$ cat config.mk
export PLATFORM = sky130hd
export DESIGN_NAME = phase_comp_cal_seq
export DESIGN_NICKNAME = d
export VERILOG_FILES = /design/src/rtl/phase_comp_cal_seq.sv
export SDC_FILE = /design/constraint.sdc
export NUM_CORES = 1
export LEC_CHECK = 0
export BUFFER_PORTS_ARGS = -buffer_cell sky130_fd_sc_hd__buf_4
export CAP_MARGIN = 20
export CORE_MARGIN = 2
export CORE_UTILIZATION = 40
export CTS_BUF_LIST = sky130_fd_sc_hd__clkbuf_8 sky130_fd_sc_hd__clkbuf_16
export DETAILED_ROUTE_END_ITERATION = 10
export GPL_ROUTABILITY_DRIVEN = 0
export MAX_ROUTING_LAYER = met4
export PLACE_DENSITY_LB_ADDON = 0.12
export SYNTH_ARGS = -nofsm -noshare
export SYNTH_HDL_FRONTEND = slang
export SYNTH_SLANG_ARGS = --single-unit
$ cat constraint.sdc
create_clock -name clk -period 4.15 [get_ports clk]
set_input_delay 0.415 -clock clk [delete_from_list [all_inputs] [get_ports clk]]
set_output_delay 0.415 -clock clk [all_outputs]
set_load 0.02 [all_outputs]
$ cat src/rtl/phase_comp_cal_seq.sv
`default_nettype none
// ============================================================================
// Module   : phase_comp_cal_seq
// Purpose  : Calibration sequencer for the 16-lane coarse phase-compensator
//            control block. Preloads every lane with INIT_CODE, then runs
//            tracking bursts. After each burst it reads every lane back and
//            freezes the lanes whose code has settled.
// Options  : CAL_TIMEOUT_EN - when defined, stop after MAX_PASS bursts and
//            flag timeout if some lanes are still open.
// Revision : 1.0 - initial release
// ============================================================================
module phase_comp_cal_seq #(
    parameter int            DW           = 10,
    parameter logic [DW-1:0] INIT_CODE    = DW'('h200),
    parameter int            TRACK_CYCLES = 256,
    parameter int            LOCK_TOL     = 2,
    parameter int            MAX_PASS     = 8
) (
    input  logic          clk,
    input  logic          resetb,
    input  logic          start,
    input  logic          abort,
    input  logic [DW-1:0] reg_read_data,
    output logic          enable,
    output logic          en_mid,
    output logic [15:0]   freeze,
    output logic [3:0]    reg_num,
    output logic          reg_write_readb,
    output logic [DW-1:0] reg_load_data,
    output logic          busy,
    output logic          done,
    output logic          timeout
);

    localparam int TCW = $clog2(TRACK_CYCLES);

    // Parameter sanity: burst length must be a multiple of 16 and at least 16;
    // the pass limit must fit the saturating 8-bit pass counter.
    if ((TRACK_CYCLES < 16) || ((TRACK_CYCLES % 16) != 0)) begin : g_bad_track_cycles
        $error("TRACK_CYCLES must be a multiple of 16 and >= 16");
    end
    if ((MAX_PASS < 1) || (MAX_PASS > 255)) begin : g_bad_max_pass
        $error("MAX_PASS must be in 1..255");
    end

    typedef enum logic [2:0] {
        S_IDLE    = 3'd0,
        S_PRELOAD = 3'd1,
        S_TRACK   = 3'd2,
        S_CHECK   = 3'd3,
        S_EVAL    = 3'd4,
        S_DONE    = 3'd5
    } state_t;

    state_t         state_q, state_d;
    logic [3:0]     idx_q, idx_d;
    logic [TCW-1:0] tcnt_q, tcnt_d;
    logic [7:0]     pass_q, pass_d;
    logic [15:0]    freeze_q, freeze_d;
    logic           done_q, done_d;
    logic           snap_we;

    // Per-lane snapshot of the code seen at the previous check
    logic [DW-1:0]  snap_q [16];
    logic [DW-1:0]  snap_rd;
    logic [DW-1:0]  diff;
    logic           lane_settled;
    logic           pass_limit_hit;

`ifdef CAL_TIMEOUT_EN
    logic           timeout_q, timeout_d;
`endif

    // Unsigned magnitude of the code change; computed without wrap-around so
    // a jump across full scale is seen as a large move, not a small one.
    assign snap_rd        = snap_q[idx_q];
    assign diff           = (reg_read_data >= snap_rd) ? (reg_read_data - snap_rd)
                                                       : (snap_rd - reg_read_data);
    assign lane_settled   = (32'(diff) <= 32'(LOCK_TOL));
    assign pass_limit_hit = ((32'(pass_q) + 32'd1) == 32'(MAX_PASS));

    // Next-state and output decode
    always_comb begin
        state_d         = state_q;
        idx_d           = idx_q;
        tcnt_d          = tcnt_q;
        pass_d          = pass_q;
        freeze_d        = freeze_q;
        done_d          = done_q;
        snap_we         = 1'b0;
        enable          = 1'b0;
        en_mid          = 1'b0;
        reg_num         = 4'd0;
        reg_write_readb = 1'b0;
        reg_load_data   = '0;
`ifdef CAL_TIMEOUT_EN
        timeout_d       = timeout_q;
`endif

        case (state_q)
            S_IDLE: begin
                if (start && !abort) begin
                    state_d  = S_PRELOAD;
                    idx_d    = 4'd0;
                    pass_d   = 8'd0;
                    freeze_d = 16'h0000;
                    done_d   = 1'b0;
`ifdef CAL_TIMEOUT_EN
                    timeout_d = 1'b0;
`endif
                end
            end

            S_PRELOAD: begin
                reg_write_readb = 1'b1;
                reg_num         = idx_q;
                reg_load_data   = INIT_CODE;
                idx_d           = idx_q + 4'd1;
                if (idx_q == 4'd15) begin
                    state_d = S_TRACK;
                    tcnt_d  = TCW'(TRACK_CYCLES - 1);
                end
            end

            S_TRACK: begin
                enable = 1'b1;
                en_mid = (pass_q != 8'd0);
                if (tcnt_q == '0) begin
                    state_d = S_CHECK;
                    idx_d   = 4'd0;
                end else begin
                    tcnt_d = tcnt_q - TCW'(1);
                end
            end

            S_CHECK: begin
                reg_num = idx_q;
                snap_we = 1'b1;
                // The first check only seeds the snapshots; locking needs a
                // previous reading to compare against.
                if ((pass_q != 8'd0) && lane_settled) begin
                    freeze_d[idx_q] = 1'b1;
                end
                idx_d = idx_q + 4'd1;
                if (idx_q == 4'd15) begin
                    state_d = S_EVAL;
                end
            end

            S_EVAL: begin
                pass_d = (pass_q == 8'hFF) ? pass_q : (pass_q + 8'd1);
                if (freeze_q == 16'hFFFF) begin
                    state_d = S_DONE;
                    done_d  = 1'b1;
                end
`ifdef CAL_TIMEOUT_EN
                else if (pass_limit_hit) begin
                    state_d   = S_DONE;
                    done_d    = 1'b1;
                    timeout_d = 1'b1;
                end
`endif
                else begin
                    state_d = S_TRACK;
                    tcnt_d  = TCW'(TRACK_CYCLES - 1);
                end
            end

            S_DONE: begin
                state_d = S_IDLE;
            end

            default: begin
                state_d = S_IDLE;
            end
        endcase

        // Abort wins over everything else: drop to IDLE, keep lock results
        if (abort && (state_q != S_IDLE)) begin
            state_d  = S_IDLE;
            freeze_d = freeze_q;
            done_d   = done_q;
            snap_we  = 1'b0;
`ifdef CAL_TIMEOUT_EN
            timeout_d = timeout_q;
`endif
        end
    end

    // State and control registers
    always_ff @(posedge clk or negedge resetb) begin
        if (!resetb) begin
            state_q  <= S_IDLE;
            idx_q    <= 4'd0;
            tcnt_q   <= '0;
            pass_q   <= 8'd0;
            freeze_q <= 16'h0000;
            done_q   <= 1'b0;
        end else begin
            state_q  <= state_d;
            idx_q    <= idx_d;
            tcnt_q   <= tcnt_d;
            pass_q   <= pass_d;
            freeze_q <= freeze_d;
            done_q   <= done_d;
        end
    end

    // Snapshot storage; contents are don't-care after reset, so no reset term
    always_ff @(posedge clk) begin
        if (snap_we) begin
            snap_q[idx_q] <= reg_read_data;
        end
    end

`ifdef CAL_TIMEOUT_EN
    // Sticky timeout flag
    always_ff @(posedge clk or negedge resetb) begin
        if (!resetb) begin
            timeout_q <= 1'b0;
        end else begin
            timeout_q <= timeout_d;
        end
    end
    assign timeout = timeout_q;
`else
    assign timeout = 1'b0;
`endif

    assign freeze = freeze_q;
    assign done   = done_q;
    assign busy   = (state_q == S_PRELOAD) || (state_q == S_TRACK) ||
                    (state_q == S_CHECK)   || (state_q == S_EVAL);

endmodule
`default_nettype wire

**After elaboration in Yosys (flattened, before gate mapping)**

Memory sizes are Yosys's and may differ from the RTL's.
Cells that the tools add are included.

- Register bits: 40
- Memory bits (writable): 160
- Output and inout bits: 36
- Word-level logic and storage cells: 95
- Memories: 1

- $add $sub $neg: 5
- Magnitude comparators: 4
- Eq/ne operators: 19
- Mux-type cells: 35
- Bitwise operators: 2
- Reduce and logical (&&, ||, !) cells: 23

Memories:

| memory | words | width | read ports | clocked after memory_dff | wr ports | line | RTL |
|---|---|---|---|---|---|---|---|
| snap_q | 16 | 10 | 1 | 0 | 1 | 64 | `logic [DW-1:0] snap_q [16];` |

Operators by type and width:

| operator | number |
|---|---|
| 8-bit two-way mux | 5 |
| 16-bit two-way mux | 2 |
| 16-bit one-hot mux with 2 select lines | 1 |
| 8-bit one-hot mux with 3 select lines | 1 |
| 10-bit two-way mux | 2 |
| 10-bit subtractor | 2 |
| 3-bit two-way mux | 6 |
| 16-bit == test, second input constant | 1 |
| 2-bit inequality test, second input constant | 8 |
| 16-bit bitwise OR | 1 |
| 8-bit one-hot mux with 2 select lines | 1 |
| 4-bit AND reduction | 4 |
| 3-bit one-hot mux with 5 select lines | 1 |
| 4-bit two-way mux | 3 |
| 3-bit inequality test, second input constant | 4 |
| 4-bit one-hot mux with 3 select lines | 1 |
| 10-bit greater-or-equal comparator | 1 |
| 10-bit by 2-bit less-or-equal comparator with 1-bit output, second input constant | 1 |
| 1-bit two-way mux | 10 |
| 3-bit nonzero test | 3 |
| 8-bit by 1-bit adder with 8-bit output, second input constant | 1 |
| 8-bit == test, second input constant | 1 |
| 8-bit logical NOT | 1 |
| 8-bit nonzero test | 1 |
| other kinds (18) | 26 |

**Depth between registers and ports, before layout**

- Depth in word-level cells: 7
- Gate-level depth with buffers: 15

**Worst setup path after synthesis**

OpenSTA, ideal clock, no wires.

- Path kind: register to register
- From: register idx_q[0]
- To: register freeze_q[10], in the netlist freeze[10]
- Arrival time: 4.114 ns
- Required time: 4.031 ns
- Path slack: -0.083 ns
- Cell stages (with the launch flop): 15
- Buffers on the path: 4
- Cell sequence: dfrtp_1 > clkbuf_1 > buf_2 > mux4_2 > mux4_2 > ha_1 > buf_6 > nor2b_1 > o22a_1 > a211o_1 > a221o_1 > o2111a_1 > a32oi_2 > buf_6 > o21ai_2

- Longest elaborated chain between the ends: 7
- Elaborated cells on any way between the ends: 17

Ends and longest elaborated chain:

| item | line | RTL |
|---|---|---|
| start: declaration | 56 | `logic [3:0] idx_q, idx_d;` |
| start signal: assignment | 201 | `idx_q <= idx_d;` |
| memory read 16 x 10 bit (tied with other cells) | - |  |
| 10-bit subtractor (tied with other cells) | 78 | `: (snap_rd - reg_read_data);` |
| 10-bit two-way mux or 1-bit two-way mux (tied branches) | 77, 142 |  |
| 10-bit by 2-bit less-or-equal comparator with 1-bit output or 1-bit demux with 4-bit select (tied branches) | 79, 142 |  |
| 1-bit logical AND or 16-bit bitwise OR (tied branches) | - |  |
| 2-bit inequality test (no line) or 16-bit two-way mux (tied branches) | - |  |
| 4-bit AND reduction (no line) or 16-bit one-hot mux with 2 select lines (tied branches) | - |  |
| end signal: assignment | 204 | `freeze_q <= freeze_d;` |
| end: declaration | 59 | `logic [15:0] freeze_q, freeze_d;` |

Parallel ways exist; a longest one is shown, timed or not. The select of a mux whose other input is x is not followed.
A chain may end at the register's enable or synchronous reset.

**Worst setup path in the final report**

- From: register idx_q[0]
- To: register freeze_q[3], in the netlist freeze[3]

The elaborated chain is that of the path after synthesis.

==> results.sh <==
export IMPL_drv_cap=0
export IMPL_cp_common_cell="mux4_2"
export IMPL_cts_root_buffer="clkbuf_16"
export IMPL_ios=50
export IMPL_dp_cells=997
export IMPL_synth_common_cells="edfxtp_1 (160), mux4_2 (50), nand2_1 (50)"
export IMPL_synth_top_area_share_pct=51.2
export IMPL_dp_slack_ps=115
export IMPL_worstPathBufferInverterCount=3
export IMPL_start_util_pct=40.3
export IMPL_track_usage_pct=18.9
export IMPL_numClockSinks=200
export IMPL_synthTopCellsByArea="edfxtp_1 (51%), mux4_2 (12%), dfrtp_1 (11%)"
export IMPL_worstPathRequired_ps=4490
export IMPL_yosys_cell_types_count=60
export IMPL_hold_path_startpoint="abort"
export IMPL_rsz0062_at_grt="false"
export IMPL_slew_headroom_pct=37.5
export IMPL_yosysMostFrequentCell="edfxtp_1"
export IMPL_worstPathMaxFanout=16
export IMPL_final_cells=1032
export IMPL_finClkSkew_ps=24.5
export IMPL_grt_pass1_vias=5553
export IMPL_synthFlopType="edfxtp_1"
export IMPL_n_antenna_cell=0
export IMPL_finalCritPeriodShare_pct=96.7
export IMPL_final_max_slew_violation_count=0
export IMPL_via_per_inst=5.42
export IMPL_hold_viol=0
export IMPL_crit_path_top_delay_cell="mux4_2"
export IMPL_cts_tree="built"
export IMPL_status="complete, no violations"
export IMPL_fin_util_pct=46.1
export IMPL_numPortBuffers=39
export IMPL_wl_microns=21500
export IMPL_regToRegSetupSlack_ps=140
export IMPL_synth_edff_count=160
export IMPL_syn_cell_area_sq_um=9380
export IMPL_syn_to_final_growth_pct=14.4
export IMPL_fmax_mhz=249
export IMPL_antenna_left=0
export IMPL_fin_crit_ps=4010
export IMPL_crit_chain="buf_4 -> clkbuf_16 -> mux4_2 -> mux4_2 -> ha_1 -> o22a_1 -> a211o_1 -> a221o_1 -> nor4_2 -> a32oi_2 -> buf_12 -> o21ai_0"
export IMPL_min_path_cells=2
export IMPL_r2r_start="idx_q[0]"
export IMPL_startpoint_type="flip-flop"
export IMPL_clk_path_buf_depth=2
export IMPL_end_kind="flip-flop"
export IMPL_ys_warn_count=0
export IMPL_postSynthAreaPerCell_sq_um=14.3
export IMPL_powerDensity_nw_per_um2=534
export IMPL_routedWlPerCell_microns=20.9
export IMPL_grt_pass1_wl_microns=33500
export IMPL_dieArea_sq_um=24700
export IMPL_drc_errors=0
export IMPL_yosysTopAreaCell="edfxtp_1"
export IMPL_synth_async_reset_ratio_pct=20.0
export IMPL_design_core_area_sq_um=23300
export IMPL_vias=5597
export IMPL_arrival_ps=4360
export IMPL_crit_type="flip-flop to flip-flop"
export IMPL_insertion_delay_ps=440
export IMPL_drt_pass1_iterations=5
export IMPL_dp_hpwl_microns=14200
export IMPL_nets=743
export IMPL_setup_tns_final_ps=0
export IMPL_rows=56
export IMPL_overflow=0
export IMPL_r2r_cells=12
export IMPL_die_w_microns=157
export IMPL_leakage_nw=3.77
export IMPL_critPathMaxStageDelay_ps=530
export IMPL_grt_max_degree=41
export IMPL_numCtsBuffers=17
export IMPL_fin_ws_ps=137
export IMPL_synthCells=655
export IMPL_yosysSeqAreaShare_pct=61.9
export IMPL_setup_violations=0
export IMPL_hold_class="input pin to flip-flop"
export IMPL_min_to="state_q[2]"
export IMPL_crit_family="compound AO/OA/AOI/OAI gates"
export IMPL_drtIter0Drc=458
export IMPL_die_h_microns=157
export IMPL_ys_seq_elements=200
export IMPL_rr_endpoint="freeze[3]"
export IMPL_cts_clk_slew_worst_paths_ps=80
export IMPL_htree_levels=4
export IMPL_tightest_slew_ps=929
export IMPL_ir_drop_mv=0.268
export IMPL_antenna_found_initial=0
export IMPL_final_layout_size_suffix_gt1_share_pct=22.6
==> power by group <==
| part | leakage (nW) | switching [W] | internal (W) |
|---|---|---|---|
| combinational | 1.52 | 0.000978 | 0.000839 |
| sequential | 1.96 | 0.0000797 | 0.00221 |
| clock | 0.291 | 0.000827 | 0.000800 |
==> placed cells by master, fill, tap and decap left out, types with 13 or more instances in the layout <==
master       n
a21oi_1     29
mux4_2      50
nand2_1     50
dfrtp_1     38
ha_1        24
and2_1      18
clkbuf_16   18
nor2_1      37
nor3_1      15
o21ai_0     30
nand3_1     13
buf_4       51
edfxtp_1   160
inv_1       38
==> state kept, by name (all words and copies together), names as in the netlist <==
name / flops
idx_q: 4
snap_q: 160
state_q: 3
tcnt_q: 8
done: 1
pass_q: 8
freeze: 16
==> cell families after synthesis <==
group / count (synthesis) / synth area share (%)
flip-flops: 200 / 61.9
AND/OR/NAND/NOR: 178 / 9.51
AO/OA/AOI/OAI: 107 / 7.56
buffers and inverters: 78 / 3.79
multiplexers: 52 / 12.2
adder cells (fa/ha/maj): 29 / 4.03
XOR/XNOR: 10 / 0.934
other: 1 / 0.0400
==> how the worst max path moves through the flow <==
| stage | cells past startpoint | endpoint | start |
|---|---|---|---|
| after floorplan | 14 | freeze[10] | idx_q[0] |
| after global placement | 12 | freeze[3] | idx_q[1] |
| after detailed placement | 12 | freeze[3] | idx_q[1] |
| after global routing | 13 | freeze[3] | idx_q[0] |
| final | 12 | freeze[3] | idx_q[0] |
| after CTS | 12 | freeze[3] | idx_q[1] |
==> final cells by class <==
| type | count | area, sq um |
|---|---|---|
| Clock inverter | 15 | 149 |
| Multi-Input combinational cell | 386 | 3270 |
| Timing Repair Buffer | 59 | 538 |
| Sequential cell | 200 | 5810 |
| Fill cell | 2073 | 12500 |
| Tap cell | 319 | 399 |
| Inverter | 36 | 135 |
| Clock buffer | 17 | 425 |
==> what timing repair did <==
item,4_1_cts,5_1_grt
setup endpoints to repair,0,16
hold buffers,1,0
hold endpoints to repair,39,0
resized for setup,0,7
setup buffers,0,1
==> routing by layer <==
metal | share of wire, % | wire length, microns | GRT usage, %
met1 | 46 | 9820 | 26.1
met2 | 49 | 10500 | 30.0
met3 | 4.3 | 936 | 2.70
met4 | 1.2 | 255 | 4.20
met5 | 0 | 0 | -
==> per-stage QoR <==
step	hold WS [ps]	total power, W	instance area [sq um]
final	175	0.00573	10700
after global routing	169	0.00602	10700
after CTS	156	0.00570	10700
after detailed placement	444	0.00408	10100
after global placement	434	0.00406	10100
after floorplan	119	0.00360	9420
(Power assumes the default switching activity.)
